### src/rtl/rpn_pkg.sv
// Shared types for the RPN sequencer.
// FSM states, ALU op codes and stack pointer sizing.
package rpn_pkg;

  typedef enum logic [1:0] {
    IDLE,
    LEER_B,
    LEER_A,
    ESCRIBIR
  } estado_e;

  typedef enum logic [1:0] {
    OP_SUMA,
    OP_RESTA,
    OP_AND,
    OP_OR
  } op_e;

  function automatic int sp_width(input int prof);
    return $clog2(prof + 1);
  endfunction

endpackage

### src/rtl/alu_generalizado.sv
// Generalized combinational ALU.
// Modulo 2^n_bits arithmetic, no flags.
module ALU_generalizado
  import rpn_pkg::*;
#(
  parameter int n_bits = 8
) (
  input  logic [n_bits-1:0] a,
  input  logic [n_bits-1:0] b,
  input  op_e               op,
  output logic [n_bits-1:0] resultado
);

  always_comb begin
    resultado = '0;
    unique case (op)
      OP_SUMA:  resultado = a + b;
      OP_RESTA: resultado = a - b;
      OP_AND:   resultado = a & b;
      OP_OR:    resultado = a | b;
    endcase
  end

endmodule

### src/rtl/rpn_controlador_pila.sv
// LIFO stack with registered top-of-stack view.
// Storage is rounded up to a power of two so sp indexes it directly.
module pila_lifo
  import rpn_pkg::*;
#(
  parameter int N_BITS = 8,
  parameter int PROF   = 4
) (
  input  logic                      clk,
  input  logic                      reset_n,
  input  logic                      push,
  input  logic                      pop,
  input  logic                      limpiar,
  input  logic [N_BITS-1:0]         dato,
  output logic [N_BITS-1:0]         tope,
  output logic [sp_width(PROF)-1:0] profundidad,
  output logic                      lleno,
  output logic                      vacio
);

  localparam int SPW   = sp_width(PROF);
  localparam int DEPTH = 2 ** SPW;

  logic [N_BITS-1:0] mem [DEPTH];
  logic [SPW-1:0]    sp;

  assign lleno       = (sp == SPW'(PROF));
  assign vacio       = (sp == '0);
  assign profundidad = sp;
  assign tope        = vacio ? '0 : mem[sp - SPW'(1)];

  always_ff @(posedge clk or negedge reset_n) begin
    if (!reset_n) begin
      sp <= '0;
      for (int i = 0; i < DEPTH; i++) mem[i] <= '0;
    end else if (limpiar) begin
      sp <= '0;
    end else if (push && !lleno) begin
      mem[sp] <= dato;
      sp      <= sp + SPW'(1);
    end else if (pop && !vacio) begin
      sp <= sp - SPW'(1);
    end
  end

endmodule

### src/rtl/rpn_controlador.sv
// RPN sequencer: pushes operands, pops two for an ALU op,
// pushes the result back. Sticky error on over/underflow.
module rpn_controlador
  import rpn_pkg::*;
#(
  parameter int N_BITS = 8,
  parameter int PROF   = 4
) (
  input  logic                      clk,
  input  logic                      reset_n,
  input  logic [N_BITS-1:0]         dato_in,
  input  logic                      dato_valid,
  input  logic [1:0]                op_in,
  input  logic                      op_valid,
  input  logic                      limpiar,
  output logic                      listo,
  output logic [N_BITS-1:0]         tope,
  output logic [sp_width(PROF)-1:0] profundidad,
  output logic                      error
);

  localparam int SPW = sp_width(PROF);

  estado_e           state, next;
  op_e               op_reg;
  logic [N_BITS-1:0] reg_a, reg_b, alu_res, dato_push;
  logic              push, pop, err_set, op_load;
  logic              lleno, vacio;

  pila_lifo #(
    .N_BITS(N_BITS),
    .PROF  (PROF)
  ) u_pila (
    .clk        (clk),
    .reset_n    (reset_n),
    .push       (push),
    .pop        (pop),
    .limpiar    (limpiar),
    .dato       (dato_push),
    .tope       (tope),
    .profundidad(profundidad),
    .lleno      (lleno),
    .vacio      (vacio)
  );

  ALU_generalizado #(
    .n_bits(N_BITS)
  ) u_alu (
    .a        (reg_a),
    .b        (reg_b),
    .op       (op_reg),
    .resultado(alu_res)
  );

  assign listo = (state == IDLE);

  always_ff @(posedge clk or negedge reset_n) begin
    if (!reset_n) state <= IDLE;
    else          state <= next;
  end

  always_comb begin
    next      = state;
    push      = 1'b0;
    pop       = 1'b0;
    err_set   = 1'b0;
    op_load   = 1'b0;
    dato_push = dato_in;
    if (limpiar) begin
      next = IDLE;
    end else begin
      unique case (state)
        IDLE: begin
          if (dato_valid) begin
            if (lleno) err_set = 1'b1;
            else       push    = 1'b1;
          end else if (op_valid) begin
            if (profundidad >= SPW'(2)) begin
              op_load = 1'b1;
              next    = LEER_B;
            end else begin
              err_set = 1'b1;
            end
          end
        end
        LEER_B: begin
          pop  = 1'b1;
          next = LEER_A;
        end
        LEER_A: begin
          pop  = 1'b1;
          next = ESCRIBIR;
        end
        ESCRIBIR: begin
          push      = 1'b1;
          dato_push = alu_res;
          next      = IDLE;
        end
      endcase
    end
  end

  always_ff @(posedge clk or negedge reset_n) begin
    if (!reset_n) begin
      reg_a  <= '0;
      reg_b  <= '0;
      op_reg <= OP_SUMA;
      error  <= 1'b0;
    end else begin
      if (limpiar)      error <= 1'b0;
      else if (err_set) error <= 1'b1;
      if (op_load) op_reg <= op_e'(op_in);
      if (!limpiar && state == LEER_B) reg_b <= tope;
      if (!limpiar && state == LEER_A) reg_a <= tope;
    end
  end

endmodule

### config.mk
export PLATFORM = sky130hd
export DESIGN_NAME = rpn_controlador
export DESIGN_NICKNAME = d
export VERILOG_FILES = /design/src/rtl/rpn_pkg.sv /design/src/rtl/alu_generalizado.sv /design/src/rtl/rpn_controlador_pila.sv /design/src/rtl/rpn_controlador.sv
export SDC_FILE = /design/constraint.sdc
export NUM_CORES = 1
export LEC_CHECK = 0
export CORE_MARGIN = 4
export CORE_UTILIZATION = 45
export DETAILED_ROUTE_END_ITERATION = 6
export PLACE_DENSITY_LB_ADDON = 0.2
export SKIP_LAST_GASP = 1
export SLEW_MARGIN = 10
export SYNTH_ARGS = -nofsm -noshare
export SYNTH_HDL_FRONTEND = slang
export SYNTH_SLANG_ARGS = --single-unit
### constraint.sdc
create_clock -name clk -period 3.16 [get_ports clk]
set_input_delay 0.474 -clock clk [delete_from_list [all_inputs] [get_ports clk]]
set_output_delay 0.474 -clock clk [all_outputs]
set_load 0.02 [all_outputs]
==> summary.md <==
| Metric | Value |
|---|---|
| Final period demand of the worst path | between 3 and 4 ns |
| Mapped cell area | 5000 um2 |
| Post-synthesis net count | 500 |
| Unrepaired setup endpoints after global routing | no |
| Critical Path Most Common Cell | sky130_fd_sc_hd__inv_1 |
| Worst reg2reg path startpoint | op_reg[0]$_DFFE_PN0P_ |
| Cell Int Power | approximately 3.5 mW |
| Number of flops mapped to enable cells by yosys | 0 |
| Transition at the pin with the smallest max-transition slack | 0.666 ns |
| Top cells by count, synth | 88 x sky130_fd_sc_hd__dfrtp_1, 44 x sky130_fd_sc_hd__nand2_1, 42 x sky130_fd_sc_hd__mux2_2 |
| Slowest library cell on the worst path | sky130_fd_sc_hd__dfrtp_1 |
| Max-cap viol count | 0 |
| Number of unique standard cell types used by synthesis | just over 50 |
| Row count | 38 |
| Total CTS buffers | 9 |
| Setup Skew | ~0.0082 ns |
| Worst hold margin | about 0.099 ns |
| Violation count after the first detailed-route iteration | about 240 |
| Top reg by flops | u_pila.mem |
| Data required time at the worst endpoint | 2.69 ns |
| Pre-CTS setup slack | about 0.23 ns |
| Max-slew violation count | 0 |
| Area of the die | around 13,000 um2 |
| Layout overhead on the synthesized area | 15.8% |
| Instance area at placement | ~5600 um2 |
| Final Setup Violations | 0 |
| Sequential fraction of the synthesis area | around 44% |
| Clock-pin slew reported for the worst setup and hold paths after clock tree synthesis | ~0.080 ns |
| Global router's overall resource usage | 19.4% |
| Cell Chain, Critical Path | inv_1 > ha_4 > buf_12 > mux4_2 > mux2_2 > a21oi_1 > buf_4 > inv_1 > dlygate4sd2_1 |
| Depth of the CTS H-tree | 3 |
| Core Footprint | about 11,000 um2 |
| Number of filler cells placed in the layout | slightly below 1,000 |
| LEAKAGE | 2.63 nW |
| Switching component of the power | about 2.6 mW |
| Leading registers by flop count | u_pila.mem (64), reg_a (8), reg_b (8) |
| Post-route setup slack | around 0.16 ns |
| Routed wire length | approximately 12 mm |
| Number of port buffers | 27 |
| Maximum fanout encountered on the critical timing path | 16 |
| Combinational group share of total power | 60.1% |
| Post-detailed-route via-to-cell ratio | around 5.6 |
| CTS root buffer | sky130_fd_sc_hd__clkbuf_8 |
| Final cell area excluding filler cells | between 5000 and 6000 um2 |
| Final core utilization | 53.4% |
| Router iterations before antenna repair | 6 |
| Share of async-settable or async-resettable flops after synthesis | 100% |
| Post-synthesis instance total | 466 |
| CTS tree | yes |
| Proportion of total power due to net switching | a little over two fifths |
| ANT cells | 0 |
| Arrival time reported for the critical path endpoint | between 2 and 3 ns |
| Register area | ~2200 um2 |
| IO Count | 28 |
| Final clock period utilization by the worst path | approximately 95% |
| Peak clock frequency supported by timing | between 300 and 400 MHz |
| Hold buffer count at CTS | 0 |
| Number of flip-flops under the largest register name | 64 |
| Number of nets still failing antenna checks after routing | 0 |
| Detailed placement HPWL | 8.04 mm |
| Total Negative Setup Slacks | 0 ns |
| Start-to-end type of the worst setup path | flop to primary output |
| Yosys warns | 0 |
| Routability-driven placement congestion ratio | roughly 0.84 |
| Sequential group share of total power | 28.6% |
| Clock network fraction of total power | a little under an eighth |
| Most frequent cell after synthesis | sky130_fd_sc_hd__dfrtp_1 |
| Dominant register cell in the synthesized netlist | sky130_fd_sc_hd__dfrtp_1 |
| Critical path buffers and inverters | 5 |
| CTS max path bufs | 2 |
| Final net count | approximately 540 |
| Routed wire length per instance | between 15 and 20 um |
| Run status | finished clean |
| Total number of clock tree sinks | 88 |
| Worst min-delay path class | input port to asynchronous set/reset pin |
| Wire length of the first global-routing pass | approximately 20 mm |
| Peak supply drop | just over 0.0009 V |
| Antenna violations before repair | 0 |
| Largest delay contributor family on the critical path | buffers and inverters |
| Dominant cells by area after synthesis | sky130_fd_sc_hd__dfrtp_1 44%, sky130_fd_sc_hd__mux2_2 9.5%, sky130_fd_sc_hd__mux4_2 7.2% |
| Peak per-stage delay on the critical path | roughly 0.39 ns |
| PD cells | around 1100 nW/um2 |
| Clock Latency Late Sink | approximately 0.36 ns |
| Effective utilization at floorplan | between 40 and 50% |
| Share of final-layout standard cells stronger than drive strength 1 | 24.0% |
| Number of global-route vias before repair | ~3,700 |
| Startpoint kind of the worst setup timing path | flop |
| DRC violation count after routing | 0 |
| Routed via count | about 3,600 |
| Area used by multi-input combinational logic | 2660 um2 |
| Total global routing overflow | 0 |
| Capturing element type of the critical path | primary output |
| Post-Syn Area per Cell | 10.7 um2 |
| Pin count of the biggest net entering global routing | 46 |
| Floorplan die width | around 110 um |
| Launch point of the worst path | u_pila.profundidad[0]$_DFFE_PN0P_ |
| Cell taking the most area after synthesis | sky130_fd_sc_hd__dfrtp_1 |
| Die height | ~110 um |
| Count of endpoints failing hold in the final timing report | 0 |
| Normalized max-slew margin | between 50% and 60% |
| Share of Yosys cell area claimed by the top area cell type | around 44% |
| Flip-flop and latch count after synthesis | 88 |
-- power groups by stage --
stage,registers [mW],clock network (mW),logic (mW)
4_1_cts,1.76,0.710,3.66
5_1_grt,1.82,0.758,4.09
2_1_floorplan,1.73,0,2.58
3_3_place_gp,1.76,0,3.58
3_5_place_dp,1.78,0,3.65
6_report,1.76,0.692,3.70
-- cells by family after synthesis --
logic type                 share of synthesized area (%)
AOI/OAI and AO/OA                                   11.9
and+or+nand+nor                                     11.3
muxes                                               21.0
adders and majority gates                           5.71
buffers and inverters                               3.91
DFF                                                 44.1
xor gates and xnor gates                            2.10
-- worst reg2reg max path: stages (launching register included) --
cell                       delay [ns]
sky130_fd_sc_hd__dfrtp_1         0.36
sky130_fd_sc_hd__nor2b_1         0.50
sky130_fd_sc_hd__nor2_1          0.11
sky130_fd_sc_hd__xnor2_1         0.15
sky130_fd_sc_hd__ha_1            0.33
sky130_fd_sc_hd__a21oi_1         0.33
sky130_fd_sc_hd__a211oi_1        0.15
sky130_fd_sc_hd__or3_1           0.37
sky130_fd_sc_hd__mux2i_1         0.15
sky130_fd_sc_hd__buf_4           0.18
sky130_fd_sc_hd__o21ai_0         0.10
-- metrics by stage --
stage                     power (mW)  cells
final                           6.15    652
after global routing            6.67    652
after global placement          5.34    636
after detailed placement        5.43    636
after floorplan                 4.31    466
after CTS                       6.13    652
-- final cells by class --
class	count	share of cell area [%]
clock inverters	5	0.584
flip-flops and latches	88	38.0
well taps	140	3.03
repair buffers	54	8.88
clock buffers	11	2.27
multi-input cells	334	45.9
inverters	20	1.30
-- cells in the final DEF (no fill, tap or decap), drive strengths merged, types with 2 or more instances in the layout --
master / Yosys / layout
a31oi: 3 / 3
o31ai: 2 / 2
nor4: 6 / 6
dfrtp: 88 / 88
xnor2: 11 / 11
inv: 19 / 19
a21o: 5 / 5
nand3: 4 / 4
ha: 18 / 18
a21oi: 40 / 40
buf: 15 / 28
nand2: 44 / 44
nor2: 38 / 38
nand2b: 6 / 6
mux2i: 12 / 12
dlygate4sd2: 0 / 7
clkbuf: 9 / 11
nor4b: 3 / 3
a211oi: 2 / 2
mux2: 50 / 50
mux4: 16 / 16
maj3: 4 / 4
clkinvlp: 0 / 2
nor2b: 3 / 3
nor3: 6 / 6
clkinv: 1 / 4
clkdlybuf4s50: 0 / 18
a211o: 2 / 2
o21ai: 41 / 41
-- final timing paths --
path,slack [ns],to,depth (start not counted)
hold / removal,0.1,u_pila.mem[29]$_DFFE_PN0P_,1
max in group asynchronous,2.42,reg_b[4]$_DFFE_PN0P_,2
hold reg to reg,0.49,u_pila.mem[0]$_DFFE_PN0P_,2
setup / recovery,0.16,tope[4],9
setup reg to reg,0.29,u_pila.mem[47]$_DFFE_PN0P_,10
min in group clk,0.49,u_pila.mem[0]$_DFFE_PN0P_,2
-- layer usage --
| metal | up-vias | share of wire (%) | GRT usage (%) |
|---|---|---|---|
| li1 | 1742 | - | - |
| met3 | 20 | 2.4 | 3.18 |
| met2 | 58 | 50 | 31.8 |
| met1 | 1799 | 46 | 26.7 |
| met4 | 0 | 1.8 | 5.85 |
| met5 | - | 0 | 0 |
-- what timing repair did --
item	in CTS	in global routing
gates cloned	0	0
setup buffers	0	0
gates resized for setup	11	5
pin swaps	0	0
hold endpoints to repair	0	0
endpoints found under the setup margin	8	5
Note: power is estimated with default switching activity, not from simulation.
